## src/rtl/ddfs_phase_accumulator.sv

```systemverilog
// Phase accumulator for the lock-in DDFS: advances phase by the active tuning word on each
// sample tick, drives the sine/cosine LUT address and tracks the LUT's one-cycle read latency.
module ddfs_phase_accumulator #(
  parameter int ACC_WIDTH   = 32,
  parameter int LUT_DEPTH   = 10,
  parameter int SYNC_UPDATE = 1
) (
  input  logic                 clk,
  input  logic                 rst_n,
  input  logic                 enable,
  input  logic                 sample_tick,
  input  logic                 phase_clear,
  input  logic [ACC_WIDTH-1:0] ftw_in,
  input  logic                 ftw_valid,
  output logic                 ftw_ready,
  output logic [ACC_WIDTH-1:0] ftw_active,
  output logic [LUT_DEPTH-1:0] addr_out,
  output logic                 addr_valid,
  output logic                 lut_data_valid,
  output logic                 wrap_pulse
);

  typedef enum logic [1:0] {
    ST_IDLE = 2'd0,
    ST_RUN  = 2'd1,
    ST_PEND = 2'd2
  } state_t;

  state_t               state_q, state_d;
  logic [ACC_WIDTH-1:0] acc_q, acc_d;
  logic [ACC_WIDTH-1:0] ftw_active_q, ftw_active_d;
  logic [ACC_WIDTH-1:0] ftw_pend_q, ftw_pend_d;
  logic [LUT_DEPTH-1:0] addr_q, addr_d;
  logic                 addr_valid_q, addr_valid_d;
  logic                 lut_data_valid_q, lut_data_valid_d;
  logic                 wrap_q, wrap_d;

  logic [ACC_WIDTH:0]   sum;
  logic                 accept;
  logic                 defer;

  assign sum    = {1'b0, acc_q} + {1'b0, ftw_active_q};
  assign accept = ftw_valid && ftw_ready;
  // Deferring only matters while running on a nonzero word; otherwise there is no phase to keep.
  assign defer  = (SYNC_UPDATE != 0) && enable && (ftw_active_q != '0);

  always_comb begin
    state_d          = state_q;
    acc_d            = acc_q;
    ftw_active_d     = ftw_active_q;
    ftw_pend_d       = ftw_pend_q;
    addr_d           = addr_q;
    addr_valid_d     = 1'b0;
    wrap_d           = 1'b0;
    lut_data_valid_d = addr_valid_q;

    if (!enable) begin
      state_d = ST_IDLE;
      if (state_q == ST_PEND) ftw_active_d = ftw_pend_q;
      if (phase_clear) acc_d = '0;
    end else begin
      state_d = (state_q == ST_PEND) ? ST_PEND : ST_RUN;
      if (phase_clear) begin
        acc_d = '0;
        if (state_q == ST_PEND) begin
          ftw_active_d = ftw_pend_q;
          state_d      = ST_RUN;
        end
      end else if (sample_tick) begin
        addr_d       = acc_q[ACC_WIDTH-1 -: LUT_DEPTH];
        acc_d        = sum[ACC_WIDTH-1:0];
        addr_valid_d = 1'b1;
        wrap_d       = sum[ACC_WIDTH];
        if (state_q == ST_PEND && sum[ACC_WIDTH]) begin
          ftw_active_d = ftw_pend_q;
          state_d      = ST_RUN;
        end
      end
    end

    // accept is impossible in PEND, so this never collides with a pending release.
    if (accept) begin
      if (defer) begin
        ftw_pend_d = ftw_in;
        state_d    = ST_PEND;
      end else begin
        ftw_active_d = ftw_in;
      end
    end
  end

  always_ff @(posedge clk) begin
    if (!rst_n) begin
      state_q          <= ST_IDLE;
      acc_q            <= '0;
      ftw_active_q     <= '0;
      ftw_pend_q       <= '0;
      addr_q           <= '0;
      addr_valid_q     <= 1'b0;
      lut_data_valid_q <= 1'b0;
      wrap_q           <= 1'b0;
    end else begin
      state_q          <= state_d;
      acc_q            <= acc_d;
      ftw_active_q     <= ftw_active_d;
      ftw_pend_q       <= ftw_pend_d;
      addr_q           <= addr_d;
      addr_valid_q     <= addr_valid_d;
      lut_data_valid_q <= lut_data_valid_d;
      wrap_q           <= wrap_d;
    end
  end

  assign ftw_ready      = (state_q != ST_PEND);
  assign ftw_active     = ftw_active_q;
  assign addr_out       = addr_q;
  assign addr_valid     = addr_valid_q;
  assign lut_data_valid = lut_data_valid_q;
  assign wrap_pulse     = wrap_q;

endmodule

```

## config.mk

```make
export PLATFORM = sky130hd
export DESIGN_NAME = ddfs_phase_accumulator
export DESIGN_NICKNAME = d
export VERILOG_FILES = /design/src/rtl/ddfs_phase_accumulator.sv
export SDC_FILE = /design/constraint.sdc
export NUM_CORES = 1
export LEC_CHECK = 0
export ABC_CLOCK_PERIOD_IN_PS = 3000
export BUFFER_PORTS_ARGS = -buffer_cell sky130_fd_sc_hd__clkbuf_2
export CAP_MARGIN = 10
export CORE_ASPECT_RATIO = 0.8
export CORE_MARGIN = 2
export CORE_UTILIZATION = 53
export CTS_CLUSTER_DIAMETER = 60
export CTS_CLUSTER_SIZE = 16
export DETAILED_ROUTE_END_ITERATION = 10
export PLACE_DENSITY = 0.77
export SLEW_MARGIN = 30
export SYNTH_ARGS = -nofsm -noshare
export SYNTH_HDL_FRONTEND = slang
export SYNTH_SLANG_ARGS = --single-unit
```

## constraint.sdc

```tcl
create_clock -name clk -period 3 [get_ports clk]
set_input_delay 0.15 -clock clk [delete_from_list [all_inputs] [get_ports clk]]
set_output_delay 0.15 -clock clk [all_outputs]
set_load 0.01 [all_outputs]
```

; Word-level counts from Yosys, hierarchy flattened
; Cells that the tools add are included.
[word_totals]
register_bits = 111
latchBits = 0
ramBits = 0
rom_bits = 0
wordCells = 46
mem_count = 0
[classes]
addsub = 1
mul = 0
div_mod_pow = 0
magnitude_cmp = 0
n_eq_ne = 2
shifts = 0
muxes = 20
bitwise_logic = 4
n_reduce_logical = 11
[ops]
columns = operator, count
row1 = 2-to-1 mux 32 bit, 11
row2 = adder 32 x 32 -> 33 bit, 1
row3 = nonzero test 32 bit, 1
row4 = 2-to-1 mux 2 bit, 8
row5 = NOT 1 bit, 4
row6 = AND reduction 2 bit, 2
row7 = nonzero test 2 bit, 2
row8 = OR reduction 4 bit, 1
row9 = logical AND 1 bit, 3
row10 = AND reduction 3 bit, 1
row11 = OR reduction 3 bit, 1
row12 = "equality test 2 bit, second input constant", 1
row13 = "!= test 2 bit, second input constant", 1
row14 = 2-to-1 mux 1 bit, 1

; Logic depth before layout (Yosys ltp)
[logic_depth]
ltp_word = 8
depth_mapped = 13

; Worst setup path after synthesis
; OpenSTA, ideal clock, no wires.
[synth_path]
kind = register -> register
startpoint = register ftw_active_q[0], in the netlist ftw_active[0]
endpoint = register ftw_active_q[0], in the netlist ftw_active[0]
setup_time_ns = 0.119
t_arrival_ns = 2.786
required_time_ns = 2.881
setup_slack_ns = 0.095
path_stages_with_launch = 14
period_less_slack_ns = 2.905
path_cell_list = dfxtp_1 > ha_1 > inv_1 > fa_1 > nor2b_1 > o2111ai_1 > a31oi_1 > nor2_1 > o22a_1 > a211o_1 > or2_1 > buf_6 > buf_6 > o221a_1
[synth_via]
elab_chain_len = 8
[synth_rtl]
columns = item, line
row1 = "start, declared", 31  ; logic [ACC_WIDTH-1:0] ftw_active_q, ftw_active_d;
row2 = "start signal, assigned", 105  ; ftw_active_q <= ftw_active_d;
row3 = adder 32 x 32 -> 33 bit, 42  ; assign sum = {1'b0, acc_q} + {1'b0, ftw_active_q};
row4 = logical AND 1 bit, 74  ; if (state_q == ST_PEND && sum[ACC_WIDTH]) begin
row5 = 2-to-1 mux 32 bit, 74
row6 = 2-to-1 mux 32 bit, 69  ; end else if (sample_tick) begin
row7 = 2-to-1 mux 32 bit, 63  ; if (phase_clear) begin
row8 = 2-to-1 mux 32 bit, 57  ; if (!enable) begin
row9 = 2-to-1 mux 32 bit, 83  ; if (defer) begin
row10 = 2-to-1 mux 32 bit *, 82  ; if (accept) begin
; Mark *: on every way between the ends. The rest lies on a longest branch, timed or not.
; A chain may end at the register's enable or synchronous reset.

; Worst setup path after layout
[layout_path]
startpoint = register ftw_active_q[13], in the netlist ftw_active[13]
endpoint = register ftw_active_q[14], in the netlist ftw_active[14]
; The elaborated chain is that of the path after synthesis.

==> reports/results.ini <==
[place]
post-place-ws_ns = 0.0939
dpl_cell_area_um2 = 7200
portBuffers = 83
place.detailed.hpwl_um = 13800
gp_congestion = 0.941

[route]
drt-total-wl_um = 19000
via_count = 6358
drc = 0
first_pass_iters = 8
drtIter0Drc = 710
vias_per_cell = 6.26
wl_per_cell_um = 18.8
final_antenna_net_count = 0

[clocking]
clock-sinks = 111
cts_htree_levels = 3
cts_inserted_buffers = 9
cts_tree = yes
clkSlewWorstSetupHoldPaths_ns = 0.08
root_buffer = clkbuf_16
clk_latency_ns = 0.35
holdBufCountCts = 0
clockBufferDepth = 2

[setup_path]
end_kind = register
crit_fanout = 14
critPathArrivalTime_ns = 3.13
critPathRequiredTime_ns = 3.23
path_class = register to register
cp-start-kind = register

[synthesis]
async_reset_ff_share_pct = 0
synth_warnings = 0
synth_common_cells = dfxtp_1, nor2_1, o21ai_0
syn_nets = 835
synth_ff_type = dfxtp_1
synth.distinct_cells = 57
synth_top_area_cell = dfxtp_1
post_synth_instance_area_um2 = 6400
synth_edf_count = 0
postSynthCellCount = 764
yosysMostFrequentCell = dfxtp_1
syn_avg_cell_area_um2 = 8.38
synth_top_area_share_pct = 34.7
yosysSeqAreaShare_pct = 34.7
synth_area_leaders = dfxtp_1, ha_1, o21ai_0, o221a_1, mux2i_1
yosys_register_bits = 111

[floorplanning]
die_w_um = 127
die_area_um2 = 13000
num_rows = 35
chipHeight_um = 102
design.core.area_um2 = 11600
floorplan.initialDensity_pct = 55.0
io_pins = 84

[power]
ir_worst_vdd_mv = 0.376
p_leak_uw = 0.00307
p_per_area_nw_per_um2 = 463

[timing]
worstMarginPinSlew_ns = 0.856
fin_crit_ns = 2.90
setup_violations = 0
tns_ns = 0
relSlewSlack_pct = 42.9
final.setup_skew_ns = 0.0113
grt_setup_unrepaired = false
hold_viol_final = 0
max_freq_mhz = 345
period_share_pct = 96.7
maxSlewViolCount = 0
worst_slack_ns = 0.0997

[grt]
track_usage_pct = 29.2
grt_remaining_overflow = 0
grt_pass1_vias = 5826
grt_max_degree = 66
grt_pass1_wl_um = 30100
antenna_found_initial = 0

[cells_and_area]
drive_gt1_share_pct = 19.0
area_delta_synth_final_pct = 18.1
final_area_um2 = 7570
nNetsFinal = 933
diodes = 0

[run_status]
status = completed

[worst_hold_path]
hp-class = primary input to register

[flow_run]
maxCapViolCount = 0

[power by group]
group	internal, µW	total [µW]	switching (µW)	leakage, µW
clock network	660	1240	576	0.000142
registers	1540	1600	62.9	0.000905
logic	286	665	379	0.00203
total	2490	3510	1020	0.00307
[per-stage QoR]
| step | std cells | power (µW) | hold WS, ns | utilization [%] |
|---|---|---|---|---|
| floorplan | 764 | 2020 | 0.276 | - |
| global placement | 998 | 2250 | 0.426 | 61.8 |
| CTS | 1014 | 3490 | 0.0705 | 64.4 |
| global route | 1015 | 3630 | 0.0830 | 65.0 |
| finish | 1015 | 3510 | 0.0698 | 65.0 |
| detailed placement | 998 | 2280 | 0.433 | 61.8 |
[cell type report]
type,count,area (µm²)
Tap cell,148,185
Timing Repair Buffer,138,848
Sequential cell,111,2220
Inverter,12,45.0
Clock buffer,11,233
Multi-Input combinational cell,590,3960
Clock inverter,5,66.3
Fill cell,946,4080
[worst paths after layout]
kind,start,to,slack (ns),cells after the start
worst min register to register,addr_out[3]$_SDFFE_PN0P_,addr_out[3]$_SDFFE_PN0P_,0.47,2
worst max-delay path,ftw_active[13]$_SDFF_PN0_,ftw_active[14]$_SDFF_PN0_,0.1,10
worst min-delay path,ftw_in[31],ftw_pend_q[31]$_SDFFE_PN0P_,0.07,3
worst max register to register,ftw_active[13]$_SDFF_PN0_,ftw_active[14]$_SDFF_PN0_,0.1,10
[cells by family after synthesis]
group / after synthesis / share of synthesized area, %
AND/OR/NAND/NOR: 255 / 18.9
AO/OA/AOI/OAI: 242 / 26.5
flip-flops: 111 / 34.7
buffers and inverters: 63 / 4.43
adder cells (fa/ha/maj): 33 / 6.56
multiplexers: 32 / 5.00
XOR/XNOR: 28 / 3.83
[per-layer routing]
layer	global-route usage, %	share of wire (%)	routed length (µm)	vias up
met4	8.20	1.5	290	0
met3	6.91	11	2050	32
met1	41.5	43	8270	3027
met2	44.8	44	8430	307
li1	-	-	-	2992
met5	0	0	0	-
[cells in the final DEF, fill, tap and decap left out, types with 2 or more instances in the layout]
cell type | synthesis | final
a31oi_1 | 8 | 8
a211o_1 | 3 | 3
o221a_1 | 30 | 30
nor2b_1 | 51 | 49
clkbuf_16 | 0 | 9
buf_4 | 3 | 52
a21o_1 | 13 | 13
and2_1 | 4 | 4
o211ai_1 | 4 | 4
a311oi_1 | 3 | 3
nand3_1 | 12 | 11
a21boi_0 | 10 | 10
nand2b_1 | 3 | 3
buf_6 | 4 | 2
and4_1 | 2 | 2
xnor2_1 | 11 | 11
nor3_1 | 5 | 5
ha_1 | 32 | 30
dfxtp_1 | 111 | 109
nand4_1 | 5 | 5
a211oi_1 | 37 | 37
xor2_1 | 17 | 17
mux2i_1 | 32 | 32
clkbuf_1 | 39 | 2
o221a_2 | 2 | 2
a22oi_1 | 10 | 10
clkbuf_2 | 0 | 83
or3_1 | 7 | 7
inv_1 | 11 | 11
nand2_1 | 68 | 68
nor2_1 | 82 | 81
nor4_1 | 10 | 10
o21a_1 | 7 | 7
a21oi_1 | 30 | 30
o21ai_0 | 69 | 69
dfxtp_2 | 0 | 2
[state kept, by name, summed over array words and instances (netlist names)]
signal          cells
wrap_pulse          1
addr_out           10
ftw_pend_q         32
lut_data_valid      1
acc_q              32
ftw_active         32
addr_valid          1
state_q             2
[repair_timing]
action                     CTS  global route
resized for setup            0            13
hold endpoints to repair     0             0
setup buffers                0             1
setup endpoints to repair    0            35
[critical path, cell delays in order (launching register included)]
cell	delay, ns
dfxtp_1	0.33
ha_1	0.31
nand4_1	0.16
or4b_1	0.51
a31oi_1	0.15
nor2_1	0.09
o22a_1	0.22
a211o_1	0.33
or2_1	0.26
buf_6	0.17
o221a_1	0.24
(Power assumes the default switching activity.)
